File: src/rtl/video_testcard_gen_pkg.sv
// Shared definitions for the composite testcard generator: pattern encodings,
// 12 MHz PAL timing defaults and the grey-bar level function.
package video_pkg;

    typedef enum logic [1:0] {
        MODE_BARS  = 2'd0,
        MODE_CHECK = 2'd1,
        MODE_HATCH = 2'd2,
        MODE_FLAT  = 2'd3
    } mode_e;

    localparam int PAL_H_TOTAL  = 768;
    localparam int PAL_H_SYNC   = 56;
    localparam int PAL_H_BACK   = 68;
    localparam int PAL_H_ACTIVE = 624;
    localparam int PAL_V_TOTAL  = 312;
    localparam int PAL_V_SYNC   = 3;
    localparam int PAL_V_START  = 20;
    localparam int PAL_V_ACTIVE = 270;

    // Bar 0 is peak white, bar 7 is black, evenly stepped in between.
    function automatic int bar_level(input int k, input int luma_max);
        return ((7 - k) * luma_max) / 7;
    endfunction

endpackage

File: src/rtl/video_testcard_gen_if.sv
// Control inputs and DAC/overlay outputs of the testcard generator.
// master = generator side, slave = board / overlay side.
interface video_testcard_gen_if #(parameter int LUMA_W = 4);
    logic [1:0]        i_mode;
    logic [LUMA_W-1:0] i_level;
    logic              o_sync;
    logic [LUMA_W-1:0] o_luma;
    logic              o_white;
    logic              o_active;
    logic [9:0]        o_hpos;
    logic [8:0]        o_vpos;
    logic              o_frame_start;

    modport master (
        input  i_mode, i_level,
        output o_sync, o_luma, o_white, o_active, o_hpos, o_vpos, o_frame_start
    );
    modport slave (
        output i_mode, i_level,
        input  o_sync, o_luma, o_white, o_active, o_hpos, o_vpos, o_frame_start
    );
endinterface

File: src/rtl/video_testcard_gen_timing.sv
// Line/field counters plus sync, active window and active-area position.
// Exposes both the combinational position (for the pattern stage) and registered copies.
module video_timing import video_pkg::*; #(
    parameter int H_TOTAL  = PAL_H_TOTAL,
    parameter int H_SYNC   = PAL_H_SYNC,
    parameter int H_BACK   = PAL_H_BACK,
    parameter int H_ACTIVE = PAL_H_ACTIVE,
    parameter int V_TOTAL  = PAL_V_TOTAL,
    parameter int V_SYNC   = PAL_V_SYNC,
    parameter int V_START  = PAL_V_START,
    parameter int V_ACTIVE = PAL_V_ACTIVE
) (
    input  logic       clk,
    input  logic       rst,
    output logic       o_pix_act,
    output logic [9:0] o_pix_x,
    output logic [8:0] o_pix_y,
    output logic       o_field_start,
    output logic       o_sync,
    output logic       o_active,
    output logic [9:0] o_hpos,
    output logic [8:0] o_vpos,
    output logic       o_frame_start
);
    localparam int HW  = $clog2(H_TOTAL);
    localparam int VW  = $clog2(V_TOTAL);
    localparam int HA0 = H_SYNC + H_BACK;
    localparam int HA1 = HA0 + H_ACTIVE;
    localparam int VA1 = V_START + V_ACTIVE;

    logic [HW-1:0] r_hcnt;
    logic [VW-1:0] r_vcnt;
    logic [31:0]   w_h, w_v;
    logic          w_hact, w_vact, w_sync;

    assign w_h    = 32'(r_hcnt);
    assign w_v    = 32'(r_vcnt);
    assign w_hact = (w_h >= HA0) && (w_h < HA1);
    assign w_vact = (w_v >= V_START) && (w_v < VA1);

    assign o_pix_act     = w_hact && w_vact;
    assign o_pix_x       = o_pix_act ? 10'(w_h - HA0) : '0;
    assign o_pix_y       = o_pix_act ? 9'(w_v - V_START) : '0;
    assign o_field_start = (r_hcnt == '0) && (r_vcnt == '0);

    // Broad-pulse lines invert the duty: long sync tip, short black gap.
    assign w_sync = (w_v < V_SYNC) ? (w_h >= H_TOTAL - H_SYNC) : (w_h >= H_SYNC);

    always_ff @(posedge clk or negedge rst) begin
        if (!rst) begin
            r_hcnt        <= '0;
            r_vcnt        <= '0;
            o_sync        <= 1'b1;
            o_active      <= 1'b0;
            o_hpos        <= '0;
            o_vpos        <= '0;
            o_frame_start <= 1'b0;
        end else begin
            if (w_h == H_TOTAL - 1) begin
                r_hcnt <= '0;
                r_vcnt <= (w_v == V_TOTAL - 1) ? '0 : r_vcnt + 1'b1;
            end else begin
                r_hcnt <= r_hcnt + 1'b1;
            end
            o_sync        <= w_sync;
            o_active      <= o_pix_act;
            o_hpos        <= o_pix_x;
            o_vpos        <= o_pix_y;
            o_frame_start <= o_field_start;
        end
    end
endmodule

File: src/rtl/video_testcard_gen.sv
// Monochrome composite testcard: timing core plus field-latched pattern select and luma
// stage. Every output is one register behind the counters.
module video_testcard_gen import video_pkg::*; #(
    parameter int H_TOTAL  = PAL_H_TOTAL,
    parameter int H_SYNC   = PAL_H_SYNC,
    parameter int H_BACK   = PAL_H_BACK,
    parameter int H_ACTIVE = PAL_H_ACTIVE,
    parameter int V_TOTAL  = PAL_V_TOTAL,
    parameter int V_SYNC   = PAL_V_SYNC,
    parameter int V_START  = PAL_V_START,
    parameter int V_ACTIVE = PAL_V_ACTIVE,
    parameter int LUMA_W   = 4,
    parameter int CELL_SH  = 5
) (
    input  logic                 clk,
    input  logic                 rst,
    video_testcard_gen_if.master vif
);
    localparam logic [LUMA_W-1:0] LUMA_MAX = '1;
    localparam int                BAR_W    = H_ACTIVE / 8;

    if (H_SYNC + H_BACK + H_ACTIVE > H_TOTAL) begin : g_err_h
        $error("horizontal timing exceeds H_TOTAL");
    end
    if (V_START + V_ACTIVE > V_TOTAL) begin : g_err_v
        $error("vertical timing exceeds V_TOTAL");
    end
    if (V_SYNC >= V_START) begin : g_err_vs
        $error("V_SYNC must end before V_START");
    end
    if (H_ACTIVE > 1024 || V_ACTIVE > 512) begin : g_err_pos
        $error("active area exceeds position output width");
    end

    logic              w_pix_act, w_field_start;
    logic [9:0]        w_x, w_bar;
    logic [8:0]        w_y;
    logic [LUMA_W-1:0] w_lut [8];
    logic [LUMA_W-1:0] w_luma;
    mode_e             r_mode;
    logic [LUMA_W-1:0] r_level, r_luma;
    logic              r_white;

    video_timing #(
        .H_TOTAL(H_TOTAL), .H_SYNC(H_SYNC), .H_BACK(H_BACK), .H_ACTIVE(H_ACTIVE),
        .V_TOTAL(V_TOTAL), .V_SYNC(V_SYNC), .V_START(V_START), .V_ACTIVE(V_ACTIVE)
    ) u_timing (
        .clk           (clk),
        .rst           (rst),
        .o_pix_act     (w_pix_act),
        .o_pix_x       (w_x),
        .o_pix_y       (w_y),
        .o_field_start (w_field_start),
        .o_sync        (vif.o_sync),
        .o_active      (vif.o_active),
        .o_hpos        (vif.o_hpos),
        .o_vpos        (vif.o_vpos),
        .o_frame_start (vif.o_frame_start)
    );

    for (genvar k = 0; k < 8; k++) begin : g_lut
        assign w_lut[k] = LUMA_W'(bar_level(k, 2**LUMA_W - 1));
    end

    always_comb begin
        w_bar  = w_x / 10'(BAR_W);
        w_luma = '0;
        if (w_pix_act) begin
            case (r_mode)
                // Last bar soaks up the H_ACTIVE % 8 leftover pixels.
                MODE_BARS:  w_luma = w_lut[(w_bar > 10'd7) ? 3'd7 : w_bar[2:0]];
                MODE_CHECK: w_luma = (w_x[CELL_SH] ^ w_y[CELL_SH]) ? '0 : LUMA_MAX;
                MODE_HATCH: begin
                    if (w_x[CELL_SH-1:0] == '0 || w_y[CELL_SH-1:0] == '0 ||
                        w_x == 10'(H_ACTIVE - 1) || w_y == 9'(V_ACTIVE - 1))
                        w_luma = LUMA_MAX;
                end
                MODE_FLAT:  w_luma = r_level;
                default:    w_luma = '0;
            endcase
        end
    end

    // Pattern controls only change on the field boundary so a frame is never torn.
    always_ff @(posedge clk or negedge rst) begin
        if (!rst) begin
            r_mode  <= MODE_BARS;
            r_level <= '0;
            r_luma  <= '0;
            r_white <= 1'b0;
        end else begin
            if (w_field_start) begin
                r_mode  <= mode_e'(vif.i_mode);
                r_level <= vif.i_level;
            end
            r_luma  <= w_luma;
            r_white <= w_pix_act && (w_luma == LUMA_MAX);
        end
    end

    assign vif.o_luma  = r_luma;
    assign vif.o_white = r_white;
endmodule

File: src/flat_wrapper.sv
// flat-port wrapper written by rule: the top's interface ports become plain ports
module video_testcard_gen_flat import video_pkg::*;
#(
    parameter int H_TOTAL  = PAL_H_TOTAL,
    parameter int H_SYNC   = PAL_H_SYNC,
    parameter int H_BACK   = PAL_H_BACK,
    parameter int H_ACTIVE = PAL_H_ACTIVE,
    parameter int V_TOTAL  = PAL_V_TOTAL,
    parameter int V_SYNC   = PAL_V_SYNC,
    parameter int V_START  = PAL_V_START,
    parameter int V_ACTIVE = PAL_V_ACTIVE,
    parameter int LUMA_W   = 4,
    parameter int CELL_SH  = 5
)
  (clk, rst, vif_i_mode, vif_i_level, vif_o_sync, vif_o_luma, vif_o_white, vif_o_active, vif_o_hpos, vif_o_vpos, vif_o_frame_start);
  video_testcard_gen_if #(.LUMA_W(LUMA_W)) vif_i ();
  input  logic clk;
  input  logic rst;
  input wire logic [$bits(vif_i.i_mode)-1:0] vif_i_mode;
  input wire logic [$bits(vif_i.i_level)-1:0] vif_i_level;
  output wire logic [$bits(vif_i.o_sync)-1:0] vif_o_sync;
  output wire logic [$bits(vif_i.o_luma)-1:0] vif_o_luma;
  output wire logic [$bits(vif_i.o_white)-1:0] vif_o_white;
  output wire logic [$bits(vif_i.o_active)-1:0] vif_o_active;
  output wire logic [$bits(vif_i.o_hpos)-1:0] vif_o_hpos;
  output wire logic [$bits(vif_i.o_vpos)-1:0] vif_o_vpos;
  output wire logic [$bits(vif_i.o_frame_start)-1:0] vif_o_frame_start;
  assign vif_i.i_mode = vif_i_mode;
  assign vif_i.i_level = vif_i_level;
  assign vif_o_sync = vif_i.o_sync;
  assign vif_o_luma = vif_i.o_luma;
  assign vif_o_white = vif_i.o_white;
  assign vif_o_active = vif_i.o_active;
  assign vif_o_hpos = vif_i.o_hpos;
  assign vif_o_vpos = vif_i.o_vpos;
  assign vif_o_frame_start = vif_i.o_frame_start;
  video_testcard_gen #(.H_TOTAL(H_TOTAL), .H_SYNC(H_SYNC), .H_BACK(H_BACK), .H_ACTIVE(H_ACTIVE), .V_TOTAL(V_TOTAL), .V_SYNC(V_SYNC), .V_START(V_START), .V_ACTIVE(V_ACTIVE), .LUMA_W(LUMA_W), .CELL_SH(CELL_SH)) u_core (.clk(clk), .rst(rst), .vif(vif_i));
endmodule
File: config.mk
export PLATFORM = sky130hd
export DESIGN_NAME = video_testcard_gen_flat
export DESIGN_NICKNAME = d
export VERILOG_FILES = /design/src/rtl/video_testcard_gen_pkg.sv /design/src/rtl/video_testcard_gen_if.sv /design/src/rtl/video_testcard_gen_timing.sv /design/src/rtl/video_testcard_gen.sv /design/src/flat_wrapper.sv
export SDC_FILE = /design/constraint.sdc
export NUM_CORES = 1
export LEC_CHECK = 0
export ABC_CLOCK_PERIOD_IN_PS = 3000
export CAP_MARGIN = 20
export CORE_MARGIN = 2
export CORE_UTILIZATION = 44
export DETAILED_ROUTE_END_ITERATION = 16
export PLACE_DENSITY = 0.65
export SLEW_MARGIN = 20
export SYNTH_ARGS = -nofsm -noshare
export SYNTH_HDL_FRONTEND = slang
export SYNTH_SLANG_ARGS = --single-unit
File: constraint.sdc
create_clock -name clk -period 3 [get_ports clk]
set_input_delay 0.3 -clock clk [delete_from_list [all_inputs] [get_ports clk]]
set_output_delay 0.3 -clock clk [all_outputs]
set_load 0.1 [all_outputs]
# Word-level counts from Yosys, hierarchy flattened
# Memory sizes are Yosys's and may differ from the RTL's.
# Index checks and enable logic that the tools add are counted.
# totals
reg_bits,52
mem_bits_ro,32
in_bits,8
out_inout_bits,27
word_cells,61
n_memories,1
# op_classes
n_addsub,4
n_div,1
magnitude_cmp,9
eq_ne,8
mux,12
bitwise,2
reduce_logical,13
# memory_table
memory,words,word_bits,read_ports,rd_clocked_by_memory_dff,wr,line_no,rtl
(name not given),8,4,1,0,0,video_testcard_gen.sv:71,MODE_BARS: w_luma = w_lut[(w_bar > 10'd7) ? 3'd7 : w_bar[2:0]];
# op_table
op,count
10-bit equality test (second input constant),2
10-bit two-way mux,2
4-bit two-way mux,5
9-bit equality test (second input constant),2
9-bit two-way mux,2
4-bit one-hot mux with 4 select lines,1
10-bit by 1-bit adder with 10-bit output (second input constant),1
10-bit by 7-bit divider with 10-bit output (second input constant),1
10-bit >= comparator (second input constant),1
10-bit by 6-bit >= comparator with 1-bit output (second input constant),1
10-bit by 7-bit >= comparator with 1-bit output (second input constant),1
10-bit by 3-bit greater-than comparator with 1-bit output (second input constant),1
10-bit logical NOT,1
5-bit logical NOT,2
10-bit < comparator (second input constant),1
10-bit by 7-bit subtractor with 10-bit output (second input constant),1
9-bit by 1-bit adder with 9-bit output (second input constant),1
9-bit by 5-bit >= comparator with 1-bit output (second input constant),1
9-bit logical NOT,1
9-bit by 2-bit < comparator with 1-bit output (second input constant),1
9-bit < comparator (second input constant),1
9-bit by 5-bit subtractor with 9-bit output (second input constant),1
1-bit logical AND,5
2-bit equality test (second input constant),2
other kinds (9),11

# Depth between registers and ports, before layout
# Gate-level depths: netlist (run 1).
# depth
word_depth,15
mapped_depth,16

# By module
# Synthesis (run 1) repeated with hierarchy kept, for this count alone.
# hier_totals
cells_unflattened,347
hier_area_um2,3223.1
# by_module_without_submodules
module,instances,cells_each,area_each_um2,seq_area_each_um2
video_timing,1,204,2033.2,1027.2
video_testcard_gen,1,143,1189.9,275.3

# Least setup slack after synthesis (run 1)
# Ideal clock, no wire load.
# synth_timing
path_kind,flip-flop to flip-flop
from,register u_core.u_timing.r_hcnt[3]
to,register u_core.r_white (netlist: u_core.vif.o_white)
setup_ns,0.120
arrival_time_ns,3.157
t_required_ns,2.880
slack_ns,-0.277
path_stages_with_launch,13
synth_period_minus_slack_ns,3.277
cell_sequence,dfrtp_1 -> ha_1 -> and4_1 -> or4_4 -> o21ai_2 -> o21a_4 -> xnor2_1 -> a22o_1 -> o31a_1 -> a221oi_2 -> a2111oi_0 -> or3b_1 -> and4_1
# synth_via
elab_chain_len,15
# synth_rtl
element,line_no,rtl
from (decl),video_testcard_gen_timing.sv:31,logic [HW-1:0] r_hcnt;
from (signal assigned),video_testcard_gen_timing.sv:63,r_hcnt <= r_hcnt + 1'b1;
10-bit by 7-bit >= comparator with 1-bit output or 10-bit < comparator (tied branches),video_testcard_gen_timing.sv:38,assign w_hact = (w_h >= HA0) && (w_h < HA1);
1-bit logical AND,video_testcard_gen_timing.sv:38,
1-bit logical AND,video_testcard_gen_timing.sv:41,assign o_pix_act = w_hact && w_vact;
10-bit two-way mux,video_testcard_gen_timing.sv:42,assign o_pix_x = o_pix_act ? 10'(w_h - HA0) : '0;
10-bit by 7-bit divider with 10-bit output,video_testcard_gen.sv:66,w_bar = w_x / 10'(BAR_W);
10-bit by 3-bit greater-than comparator with 1-bit output,video_testcard_gen.sv:71,
3-bit two-way mux,video_testcard_gen.sv:71,
3-bit NOT with 4-bit output,video_testcard_gen.sv:71,
memory read 8 x 4 bit,--,
4-bit two-way mux (2 in series),video_testcard_gen.sv:71,
4-bit one-hot mux with 4 select lines,video_testcard_gen.sv:69,case (r_mode)
4-bit two-way mux *,video_testcard_gen.sv:68,if (w_pix_act) begin
net u_core.w_luma[1],video_testcard_gen.sv:39,logic [LUMA_W-1:0] w_luma;
4-bit equality test *,video_testcard_gen.sv:97,r_white <= w_pix_act && (w_luma == LUMA_MAX);
1-bit logical AND *,video_testcard_gen.sv:97,
to (signal assigned),video_testcard_gen.sv:97,
to (decl),video_testcard_gen.sv:42,logic r_white;
# Mark *: on every way through the listed nets, which the timed path passes. The rest lies on a longest branch. The select of a mux whose other input is x is not followed.
# A chain may end at the register's enable or synchronous reset.

# Final worst setup path (run 1)
# Ends and elaborated chain as after synthesis.

==> results of run 1 <==
==> cells by family after synthesis <==
family / count (synthesis)
XOR/XNOR: 24
flip-flops: 52
AND/OR/NAND/NOR: 167
AO/OA/AOI/OAI: 105
multiplexers: 4
adder cells (fa/ha/maj): 12
buffers and inverters: 41
==> layer usage <==
layer / routed length (microns) / share of wire
met1: 4776 / 0.45
met2: 5124 / 0.48
met3: 481 / 0.046
met4: 182 / 0.017
met5: 0 / 0
==> synthesized netlist by cell type (5+ instances only) <==
cell      count
nand4_1       5
nand2_1      46
ha_1         12
a31oi_1       8
buf_4         6
nand3_1      15
a21oi_1       8
o21ai_0      31
nor4_1        8
dfrtp_1      51
nor3_1        8
inv_1        13
buf_2         5
nor2_1       45
xnor2_1      18
clkbuf_1      8
and2_1        7
==> area by class of cell <==
class,count,share of cell area
flip-flops and latches,52,0.2606
repair buffers,140,0.2328
multi-input cells,312,0.4499
well taps,102,0.02548
clock inverters,3,0.004247
inverters,17,0.01324
clock buffers,5,0.01374
==> sequential cells by signal (all words and copies together), names as in the netlist <==
register	cells
u_core.u_timing.r_vcnt	9
u_core.u_timing.r_hcnt	10
u_core.u_timing.o_sync	1
u_core.u_timing.o_hpos	10
u_core.vif.o_luma	4
u_core.u_timing.o_active	1
u_core.u_timing.o_frame_start	1
u_core.vif.o_white	1
u_core.r_level	4
u_core.u_timing.o_vpos	9
u_core.r_mode	2
==> worst max-delay path by stage <==
stage                     slack (ps)                 end                       from  cells after the start
after global placement          -430  u_core.vif.o_white  u_core.u_timing.r_hcnt[2]                     13
after CTS                       -310  u_core.vif.o_white  u_core.u_timing.r_hcnt[3]                     14
after floorplan                 -150  u_core.vif.o_white  u_core.u_timing.r_hcnt[3]                     12
after detailed placement        -390  u_core.vif.o_white  u_core.u_timing.r_hcnt[2]                     13
after global routing            -580  u_core.vif.o_white  u_core.u_timing.r_hcnt[2]                     14
final                           -380  u_core.vif.o_white  u_core.u_timing.r_hcnt[3]                     14
==> repair_timing <==
action | in CTS | in global routing
setup buffers | 7 | 4
hold endpoints to repair | 0 | 0
pin swaps | 14 | 11
endpoints found under the setup margin | 3 | 5
hold buffers | 0 | 0
gates resized for setup | 13 | 20
==> through the flow <==
stage / cell area (sq um) / instances / utilization / TNS (ps) / hold WS, ps
after global placement: 4688 / 613 / 0.6005 / -892.8 / 429.7
after detailed placement: 4688 / 613 / 0.6005 / -829.3 / 433.0
after floorplan: 3637 / 405 / - / -154.0 / 4.409
final: 5009 / 631 / 0.6415 / -710.2 / 69.93
after CTS: 4896 / 628 / 0.6271 / -584.9 / 93.11
after global routing: 5009 / 631 / 0.6415 / -1558 / 129.7
==> power groups by stage <==
| stage | combinational (W) | sequential [W] | clock [W] |
|---|---|---|---|
| 6_report | 0.0000382 | 0.000709 | 0.000421 |
| 5_1_grt | 0.0000438 | 0.000710 | 0.000462 |
| 3_3_place_gp | 0.0000381 | 0.000723 | 0 |
| 3_5_place_dp | 0.0000389 | 0.000723 | 0 |
| 4_1_cts | 0.0000393 | 0.000709 | 0.000434 |
| 2_1_floorplan | 0.0000138 | 0.000720 | 0 |
==> cells in the final DEF (no fill, tap or decap), types with 3 or more instances in the layout <==
master | Yosys | layout
nor4_1 | 8 | 8
nand4_1 | 5 | 5
and4_1 | 4 | 4
nand2_2 | 1 | 4
buf_4 | 6 | 102
a22o_1 | 3 | 3
xor2_1 | 3 | 3
nor3_1 | 8 | 7
o211ai_1 | 3 | 3
and2_1 | 7 | 7
buf_6 | 2 | 4
or3_1 | 3 | 3
o22ai_1 | 4 | 4
nand3_1 | 15 | 15
dfrtp_1 | 51 | 49
or4_1 | 3 | 3
inv_1 | 13 | 13
xnor2_2 | 1 | 5
inv_2 | 3 | 3
nand2_1 | 46 | 43
clkbuf_8 | 0 | 5
xnor2_1 | 18 | 14
a31oi_1 | 8 | 7
o21ai_0 | 31 | 28
ha_1 | 12 | 10
o21ai_1 | 1 | 4
clkdlybuf4s50_1 | 0 | 31
nor2_1 | 45 | 42
a21oi_1 | 8 | 8
nand4b_1 | 3 | 3
a21o_1 | 4 | 4
==> out/qor.yml, run 1 <==
die:
  rows: 32
  die_area_sq_mm: 0.008859
  die-height_microns: 94.12
  start_util: 0.4577
  core_area_sq_mm: 0.007807
  io_pins: 35
  die_x_microns: 94.12
yosys:
  ys.flop_type: "dfrtp_1"
  ys_seq_area_frac: 0.3645
  syn_inst: 405
  synth_seq_cells: 52
  synthArstFlopShare: 1.000
  syn_avg_cell_area_sq_um: 8.823
  synth-xor-area-share: 0.06828
  synthMuxAreaShare: 0.01155
  synth_fa_ha_area_frac: 0.04202
  yosysUniqueCellTypes: 85
  ys_warn_count: 0
  syn_area_sq_mm: 0.003573
  synth_nets: 425
  synth_top_cell_by_area: "dfrtp_1"
  synth-compound-area-share: 0.2185
  synthTopCellsByArea: "dfrtp_1 (36%), nand2_1 (4.8%), nor2_1 (4.7%)"
  yosys.area_share.simple: 0.2391
  synth_edf_count: 0
  synth_top_family_by_area: "simple AND/OR/NAND/NOR gates"
  synth_top_area_frac: 0.3571
routing:
  firstDrtPassIters: 5
  vias: 3511
  drc_errors: 0
  antenna_left: 0
  wl_per_cell_microns: 16.74
  drt-total-wl_microns: 10570
  drt_iter0_markers: 207
  via_per_inst: 5.564
setup_path:
  path_delay_family: "simple AND/OR/NAND/NOR gates"
  worst_setup_path_end_kind: "register"
  slowest_stage: "dfrtp_2"
  cp.required_ps: 3250
  r2r_start: "u_core.u_timing.r_hcnt[3]"
  r2r_slack_ps: -380
  crit_path_max_fanout: 11
  cp_slowest_stage_delay_ps: 450
  path_buf_inv: 2
  start_kind: "register"
  worstPathCellList: "ha_4 > and4_1 > and4_1 > o221ai_2 > mux2i_2 > buf_6 > nor2_1 > a311o_1 > buf_4 > a221oi_4 > nand2_2 > or3_1 > or3b_1 > and4_1"
  crit_top_cell: "and4_1"
  reg2regPathDepth: 14
  criticalPathCategory: "register to register"
  worstPathArrival_ps: 3640
  r2r-end: "u_core.vif.o_white"
clock_network:
  path_clk_slew_ps: 100
  cts_root_buf: "clkbuf_8"
  cts_tree: "built"
  cts.sinks: 52
  clk-insertion-delay-late_ps: 310
  htree_levels: 2
  cts_buffers: 5
  clock_path_buffers: 2
global_routing:
  overflow: 0
  grt_pass1_vias: 3489
  grt_util_all_layers: 0.2490
  busiest_layer: "met2"
  grt_util_met3: 0.02568
  grt_max_degree: 37
  antenna_found_initial: 0
  grt_pass1_wl_microns: 17440
  grt_use_met2: 0.4190
  use_met1: 0.3453
placed_design:
  gp_congestion: 0.9316
  numPortBuffers: 34
  pre_cts_ws_ps: -389.8
  hpwl_microns: 7991
run_status:
  violations: "negative setup slack"
  outcome: "complete, but fails checks"
run:
  cap_viol_max_count: 0
pwr:
  power_w: 0.001168
  leakage_nw: 2.232
  ir_drop_mv: 0.2158
  p_comb_frac: 0.033
  power.density_mw_per_mm2: 233.3
  p_sw_w: 0.0002818
  power.internal_w: 0.0008864
  swShare: 0.2412
  sequentialPowerShare: 0.607
  clkPwrFrac: 0.360
sta:
  fin_ws_ps: -381.1
  post-route-period-util: 1.127
  worst_slew_margin_rel: 0.3407
  hold_violations: 0
  setup_viol: 3
  fin_crit_ps: 3381
  timing.final.max_slew_violations: 0
  rsz0062_at_grt: "true"
  fin_worst_skew_ps: 9.106
  fmax_ghz: 0.2958
  tightest_slew_ps: 985.9
worst_hold_path:
  hold_class: "primary input to asynchronous set/reset pin"
layout:
  layout.filler_cells: 650
  antenna_cells: 0
  fin_nets: 548
  drive_gt1_frac: 0.3233
  area_delta_synth_final_pct: 40.16
  seq_area_sq_mm: 0.001305
  multiInputGateArea_sq_mm: 0.002253
Note: power is estimated with default switching activity, not from simulation.
==> inputs of run 2 (changes only) <==
--- a/config.mk
+++ b/config.mk
@@ -5,12 +5,11 @@
 export SDC_FILE = /design/constraint.sdc
 export NUM_CORES = 1
 export LEC_CHECK = 0
-export ABC_CLOCK_PERIOD_IN_PS = 3000
-export CAP_MARGIN = 20
 export CORE_MARGIN = 2
 export CORE_UTILIZATION = 44
 export DETAILED_ROUTE_END_ITERATION = 16
-export PLACE_DENSITY = 0.65
+export DONT_BUFFER_PORTS = 1
+export PLACE_DENSITY = 0.59
 export SLEW_MARGIN = 20
 export SYNTH_ARGS = -nofsm -noshare
 export SYNTH_HDL_FRONTEND = slang
==> out/qor.yml, run 2 (same netlist as run 1, synthesis figures left out) <==
setup_path:
  path_delay_family: "compound AO/OA/AOI/OAI gates"
  worst_setup_path_end_kind: "register"
  r2r-end: "u_core.vif.o_white"
  worstPathArrival_ps: 3560  # -80 ps
  criticalPathCategory: "register to register"
  worstPathCellList: "buf_12 > ha_4 > nand2b_4 > o211ai_1 > nand2_1 > a21o_4 > xnor2_4 > a311o_1 > nand2_1 > a2111oi_2 > or3_1 > or3b_1 > and4_1"
  r2r_slack_ps: -350  # +30 ps
  path_buf_inv: 1  # -1
  reg2regPathDepth: 13  # -1
  slowest_stage: "dfrtp_1"
  crit_top_cell: "nand2_1"
  r2r_start: "u_core.u_timing.r_hcnt[2]"
  crit_path_max_fanout: 7  # -4
  start_kind: "register"
  cp.required_ps: 3210  # -40 ps
  cp_slowest_stage_delay_ps: 450  # about the same
placed_design:
  gp_congestion: 0.8920  # -4.3%
  numPortBuffers: 0  # -100%
  placedCellCount: 583  # -4.9%
  hpwl_microns: 7601  # -4.9%
  place_area_sq_mm: 0.004413  # -5.9%
worst_hold_path:
  holdPathStages: 2
  min_from: "vif_i_level[0]"
  min_to: "u_core.r_level[0]"
  hold_class: "primary input to register"
routing:
  wl_per_cell_microns: 16.18  # -3.4%
  drt-total-wl_microns: 9692  # -8.3%
  antenna_left: 0  # unchanged
  via_per_inst: 5.586  # +0.39%
  drt_iter0_markers: 144  # -30%
  vias: 3346  # -4.7%
  firstDrtPassIters: 5  # unchanged
  drc_errors: 0  # unchanged
sta:
  fin_ws_ps: -346.1  # +34.99 ps
  hold_violations: 0  # unchanged
  fin_crit_ps: 3346  # -34.99 ps
  post-route-period-util: 1.115  # -0.01166
  setup_viol: 5  # +2
  fin_worst_skew_ps: 8.599  # -0.5069 ps
  fmax_ghz: 0.2989  # +1.0%
  tightest_slew_ps: 939.9  # -46.04 ps
  worst_slew_margin_rel: 0.3676  # +0.02697
  rsz0062_at_grt: "true"
  timing.final.max_slew_violations: 0  # unchanged
  fin_tns_setup_ps: -804.1  # -93.91 ps
clock_network:
  cts.sinks: 52  # unchanged
  path_clk_slew_ps: 110  # about the same
  cts_buffers: 5  # unchanged
  cts_root_buf: "clkbuf_8"
  htree_levels: 2  # unchanged
  cts_tree: "built"
  clock_path_buffers: 2  # unchanged
  clk-insertion-delay-late_ps: 320  # about the same
layout:
  area_delta_synth_final_pct: 30.15
  layout_commonest_cell: "buf_4"
  antenna_cells: 0  # unchanged
  finalInstanceArea_sq_mm: 0.004651  # -7.1%
  most-common-layout-cells: "buf_4 (103), dfrtp_1 (49), nand2_1 (46)"
  fin_nets: 516  # -5.8%
  top_regs: "u_core.u_timing.o_hpos x10, u_core.u_timing.r_hcnt x10"
  drive_gt1_frac: 0.3159  # -0.007356
  instances_no_fill: 599  # -5.1%
pwr:
  clkPwrFrac: 0.374  # +0.014
  ir_drop_mv: 0.2070  # -4.1%
  swShare: 0.2478  # +0.006576
  p_comb_frac: 0.028  # -0.005
  p_sw_w: 0.0002941  # +4.4%
  power.internal_w: 0.0008927  # +0.71%
  power.density_mw_per_mm2: 255.2  # +9.4%
  leakage_nw: 2.117  # -5.1%
  sequentialPowerShare: 0.598  # -0.009
global_routing:
  grt_max_degree: 53  # +43%
  grt_pass1_vias: 3354  # -3.9%
  grt_util_all_layers: 0.2328  # -0.01622
  grt_pass1_wl_microns: 16300  # -6.5%
  overflow: 0  # unchanged
  antenna_found_initial: 0  # unchanged
run:
  cap_viol_max_count: 0  # unchanged
run_status:
  outcome: "complete, but fails checks"
  violations: "negative setup slack"
die:
  io_pins: 35  # unchanged
  rows: 32  # unchanged
  die-height_microns: 94.12  # unchanged
  die_area_sq_mm: 0.008859  # unchanged
  start_util: 0.4577  # unchanged
  die_x_microns: 94.12  # unchanged
  core_area_sq_mm: 0.007807  # unchanged
run 2: how the worst max path moves through the flow:
stage	from	end	slack [ps]	depth (start not counted)
floorplan	u_core.u_timing.r_hcnt[3]	u_core.vif.o_white	-150	12
global placement	u_core.u_timing.r_hcnt[2]	u_core.vif.o_white	-250	13
detailed placement	u_core.u_timing.r_hcnt[2]	u_core.vif.o_white	-350	12
CTS	u_core.u_timing.r_hcnt[2]	u_core.vif.o_white	-300	13
global route	u_core.u_timing.r_hcnt[2]	u_core.vif.o_white	-500	15
finish	u_core.u_timing.r_hcnt[2]	u_core.vif.o_white	-350	13
run 2: layer usage:
metal | up-vias | track usage | part of all wire
li1 | 1648 | - | -
met1 | 1595 | 0.3158 | 0.47
met2 | 83 | 0.3905 | 0.48
met3 | 20 | 0.03291 | 0.042
met4 | 0 | 0.05797 | 0.015
met5 | - | 0 | 0
run 2: power by group through the flow:
stage,Sequential [W],Clock [W],Combinational [W]
after floorplan,0.000720,0,0.0000138
after global placement,0.000723,0,0.0000149
after detailed placement,0.000723,0,0.0000150
after CTS,0.000709,0.000453,0.0000345
after global routing,0.000710,0.000480,0.0000390
final,0.000710,0.000444,0.0000332
run 2: per-stage QoR:
step                setup slack [ps]  power (W)  hold slack [ps]  utilization
finish                        -346.1   0.001187            90.80       0.5957
global route                  -503.6   0.001229            85.70       0.5957
CTS                           -296.7   0.001197            84.99       0.5921
detailed placement            -346.6  0.0007383            5.852       0.5652
global placement              -248.0  0.0007380            5.328       0.5652
floorplan                     -154.0  0.0007336            4.409            -
run 2: what timing repair did:
item	CTS	global route
cloned	0	0
buffers inserted	6	0
pin swaps	5	6
hold buffers	2	0
resized for setup	5	6
hold endpoints to repair	52	0
endpoints found under the setup margin	4	5
run 2: area by class of cell:
type                       count  area, sq um
clock buffer                   5        68.82
fill                         661         3157
timing repair buffer         108        870.8
clock inverter                 3        33.78
multi-input combinational    312         2178
tap                          102        127.6
sequential                    52         1305
inverter                      17        66.31
==> inputs of run 3 (changes only) <==
--- a/config.mk
+++ b/config.mk
@@ -5,6 +5,7 @@
 export SDC_FILE = /design/constraint.sdc
 export NUM_CORES = 1
 export LEC_CHECK = 0
+export CORE_ASPECT_RATIO = 0.9
 export CORE_MARGIN = 2
 export CORE_UTILIZATION = 44
 export DETAILED_ROUTE_END_ITERATION = 16
==> out/qor.yml, run 3 (same netlist as run 1, synthesis figures left out) <==
die:
  start_util: 0.4494  # -0.008282
  io_pins: 35  # unchanged
  die-height_microns: 89.50  # -4.9%
  die_area_sq_mm: 0.008860  # about the same
  die_x_microns: 99.00  # +5.2%
  rows: 31  # -3.1%
  core_area_sq_mm: 0.007951  # +1.8%
global_routing:
  grt_util_all_layers: 0.2273  # -0.005514
  grt_pass1_vias: 3195  # -4.7%
  grt_pass1_wl_microns: 15950  # -2.2%
  antenna_found_initial: 0  # unchanged
  grt_max_degree: 53  # unchanged
  overflow: 0  # unchanged
clock_network:
  clock_path_buffers: 2  # unchanged
  cts_root_buf: "clkbuf_8"
  cts_tree: "built"
  clk-insertion-delay-late_ps: 310  # about the same
  htree_levels: 2  # unchanged
  cts_buffers: 5  # unchanged
  path_clk_slew_ps: 100  # about the same
  cts.sinks: 52  # unchanged
run_status:
  violations: "negative setup slack"
  outcome: "complete, but fails checks"
placed_design:
  pre_cts_ws_ps: -368.8  # -22.27 ps
  gp_congestion: 0.8478  # -5.0%
  hpwl_microns: 7515  # -1.1%
  numPortBuffers: 0  # unchanged
sta:
  post-route-period-util: 1.109  # -0.006540
  fin_worst_skew_ps: 14.07  # +5.472 ps
  hold_violations: 0  # unchanged
  rsz0062_at_grt: "true"
  tightest_slew_ps: 1007  # +67.04 ps
  fmax_ghz: 0.3006  # +0.59%
  timing.final.max_slew_violations: 0  # unchanged
  worst_slew_margin_rel: 0.3225  # -0.04511
  fin_crit_ps: 3326  # -19.62 ps
  fin_ws_ps: -326.5  # +19.62 ps
  fin_tns_setup_ps: -647.5  # +156.6 ps
  setup_viol: 4  # -1
pwr:
  ir_drop_mv: 0.1891  # -8.7%
  sequentialPowerShare: 0.575  # -0.023
  power.internal_w: 0.0009694  # +8.6%
  leakage_nw: 2.191  # +3.5%
  swShare: 0.2136  # -0.03426
  clkPwrFrac: 0.398  # +0.024
  p_comb_frac: 0.027  # about the same
  p_sw_w: 0.0002633  # -10%
  power.density_mw_per_mm2: 255.6  # +0.15%
worst_hold_path:
  holdPathStages: 2  # unchanged
  hold_class: "primary input to register"
  min_from: "vif_i_level[0]"
  min_to: "u_core.r_level[0]"
layout:
  multiInputGateArea_sq_mm: 0.002268  # +4.1%
  drive_gt1_frac: 0.3524  # +0.03647
  most-common-layout-cells: "buf_4 (108), dfrtp_1 (48), nand2_1 (45)"
  area_delta_synth_final_pct: 34.98
  layout_commonest_cell: "buf_4"
  top_regs: "u_core.u_timing.o_hpos x10, u_core.u_timing.r_hcnt x10"
  seq_area_sq_mm: 0.001306  # about the same
  layout.filler_cells: 692  # +4.7%
  antenna_cells: 0  # unchanged
  fin_nets: 527  # +2.1%
  utilization: 0.6066  # +0.01094
routing:
  vias: 3368  # +0.66%
  drc_errors: 0  # unchanged
  drt_iter0_markers: 208  # +44%
  drt-total-wl_microns: 9991  # +3.1%
  wl_per_cell_microns: 16.46  # +1.7%
  firstDrtPassIters: 4  # -1
  via_per_inst: 5.549  # -0.67%
  antenna_left: 0  # unchanged
setup_path:
  r2r_slack_ps: -330  # +20 ps
  cp.required_ps: 3190  # -20 ps
  start_kind: "register"
  worst_setup_path_end_kind: "register"
  r2r-end: "u_core.vif.o_white"
  criticalPathCategory: "register to register"
  worstPathArrival_ps: 3520  # -40 ps
  crit_path_max_fanout: 5  # -2
  reg2regPathDepth: 15  # +2
  r2r_start: "u_core.u_timing.r_hcnt[2]"
run:
  cap_viol_max_count: 0  # unchanged
[run 3: changes by cell type in the layout (fill, tap and decap cells not counted), moves of 2 or more]
cell | previous run | this run
buf_6 | 0 | 8
a2111oi_1 | 0 | 2
o21ai_2 | 0 | 2
a2111oi_2 | 2 | 0
buf_12 | 3 | 0
o21ai_0 | 30 | 28
nor2_1 | 44 | 42
buf_4 | 103 | 108
[run 3: metal layers]
layer | up-vias | track usage | wire length, microns
met3 | 4 | 0.03831 | 361
met5 | - | 0 | 0
met4 | 0 | 0.04732 | 55
met2 | 62 | 0.3753 | 4616
met1 | 1634 | 0.3173 | 4958
li1 | 1668 | - | -
[run 3: metrics by stage]
stage / instances / hold WS, ps / total power [W] / instance area [sq um]
6_report: 607 / 90.62 / 0.001233 / 4823
5_1_grt: 607 / 87.95 / 0.001277 / 4823
4_1_cts: 606 / 85.26 / 0.001244 / 4788
3_5_place_dp: 577 / 5.471 / 0.0007381 / 4349
3_3_place_gp: 577 / 5.377 / 0.0007378 / 4349
2_1_floorplan: 405 / 4.409 / 0.0007336 / 3637
[run 3: repair_timing]
action,CTS,global route
setup buffers,19,2
resized for setup,34,7
pin swaps,25,12
hold endpoints to repair,52,0
cloned,1,0
endpoints found under the setup margin,5,5
hold buffers,2,0
[run 3: how the worst max path moves through the flow]
stage / startpoint / cells past startpoint / slack, ps / end
CTS: u_core.u_timing.r_hcnt[3] / 13 / -240 / u_core.vif.o_white
finish: u_core.u_timing.r_hcnt[2] / 15 / -330 / u_core.vif.o_white
floorplan: u_core.u_timing.r_hcnt[3] / 12 / -150 / u_core.vif.o_white
detailed placement: u_core.u_timing.r_hcnt[5] / 12 / -370 / u_core.vif.o_white
global placement: u_core.u_timing.r_hcnt[2] / 15 / -300 / u_core.vif.o_white
global route: u_core.u_timing.r_hcnt[2] / 13 / -460 / u_core.vif.o_white
[run 3: power by group through the flow]
stage | clock, W | combinational (W) | sequential [W]
global placement | 0 | 0.0000147 | 0.000723
detailed placement | 0 | 0.0000151 | 0.000723
global route | 0.000528 | 0.0000381 | 0.000710
finish | 0.000490 | 0.0000333 | 0.000709
CTS | 0.000501 | 0.0000344 | 0.000709
floorplan | 0 | 0.0000138 | 0.000720
[run 3: cell type report]
| cell class | instances | share of cell area |
|---|---|---|
| clock buffer | 5 | 0.01427 |
| timing repair buffer | 119 | 0.1956 |
| sequential | 52 | 0.2708 |
| clock inverter | 3 | 0.009598 |
| inverter | 17 | 0.01375 |
| tap | 99 | 0.02568 |
| multi-input combinational | 312 | 0.4703 |
[run 3: critical path, cell delays in order, from the launching register on]
cell	delay [ps]
dfrtp_1	430
buf_6	150
nand4_1	160
buf_4	200
nor3_4	170
a22o_1	230
a21o_4	190
buf_4	150
nor2_1	80
buf_4	170
a31oi_4	160
nor2_2	70
a2111oi_4	370
or3_1	160
or3b_1	360
and4_1	180
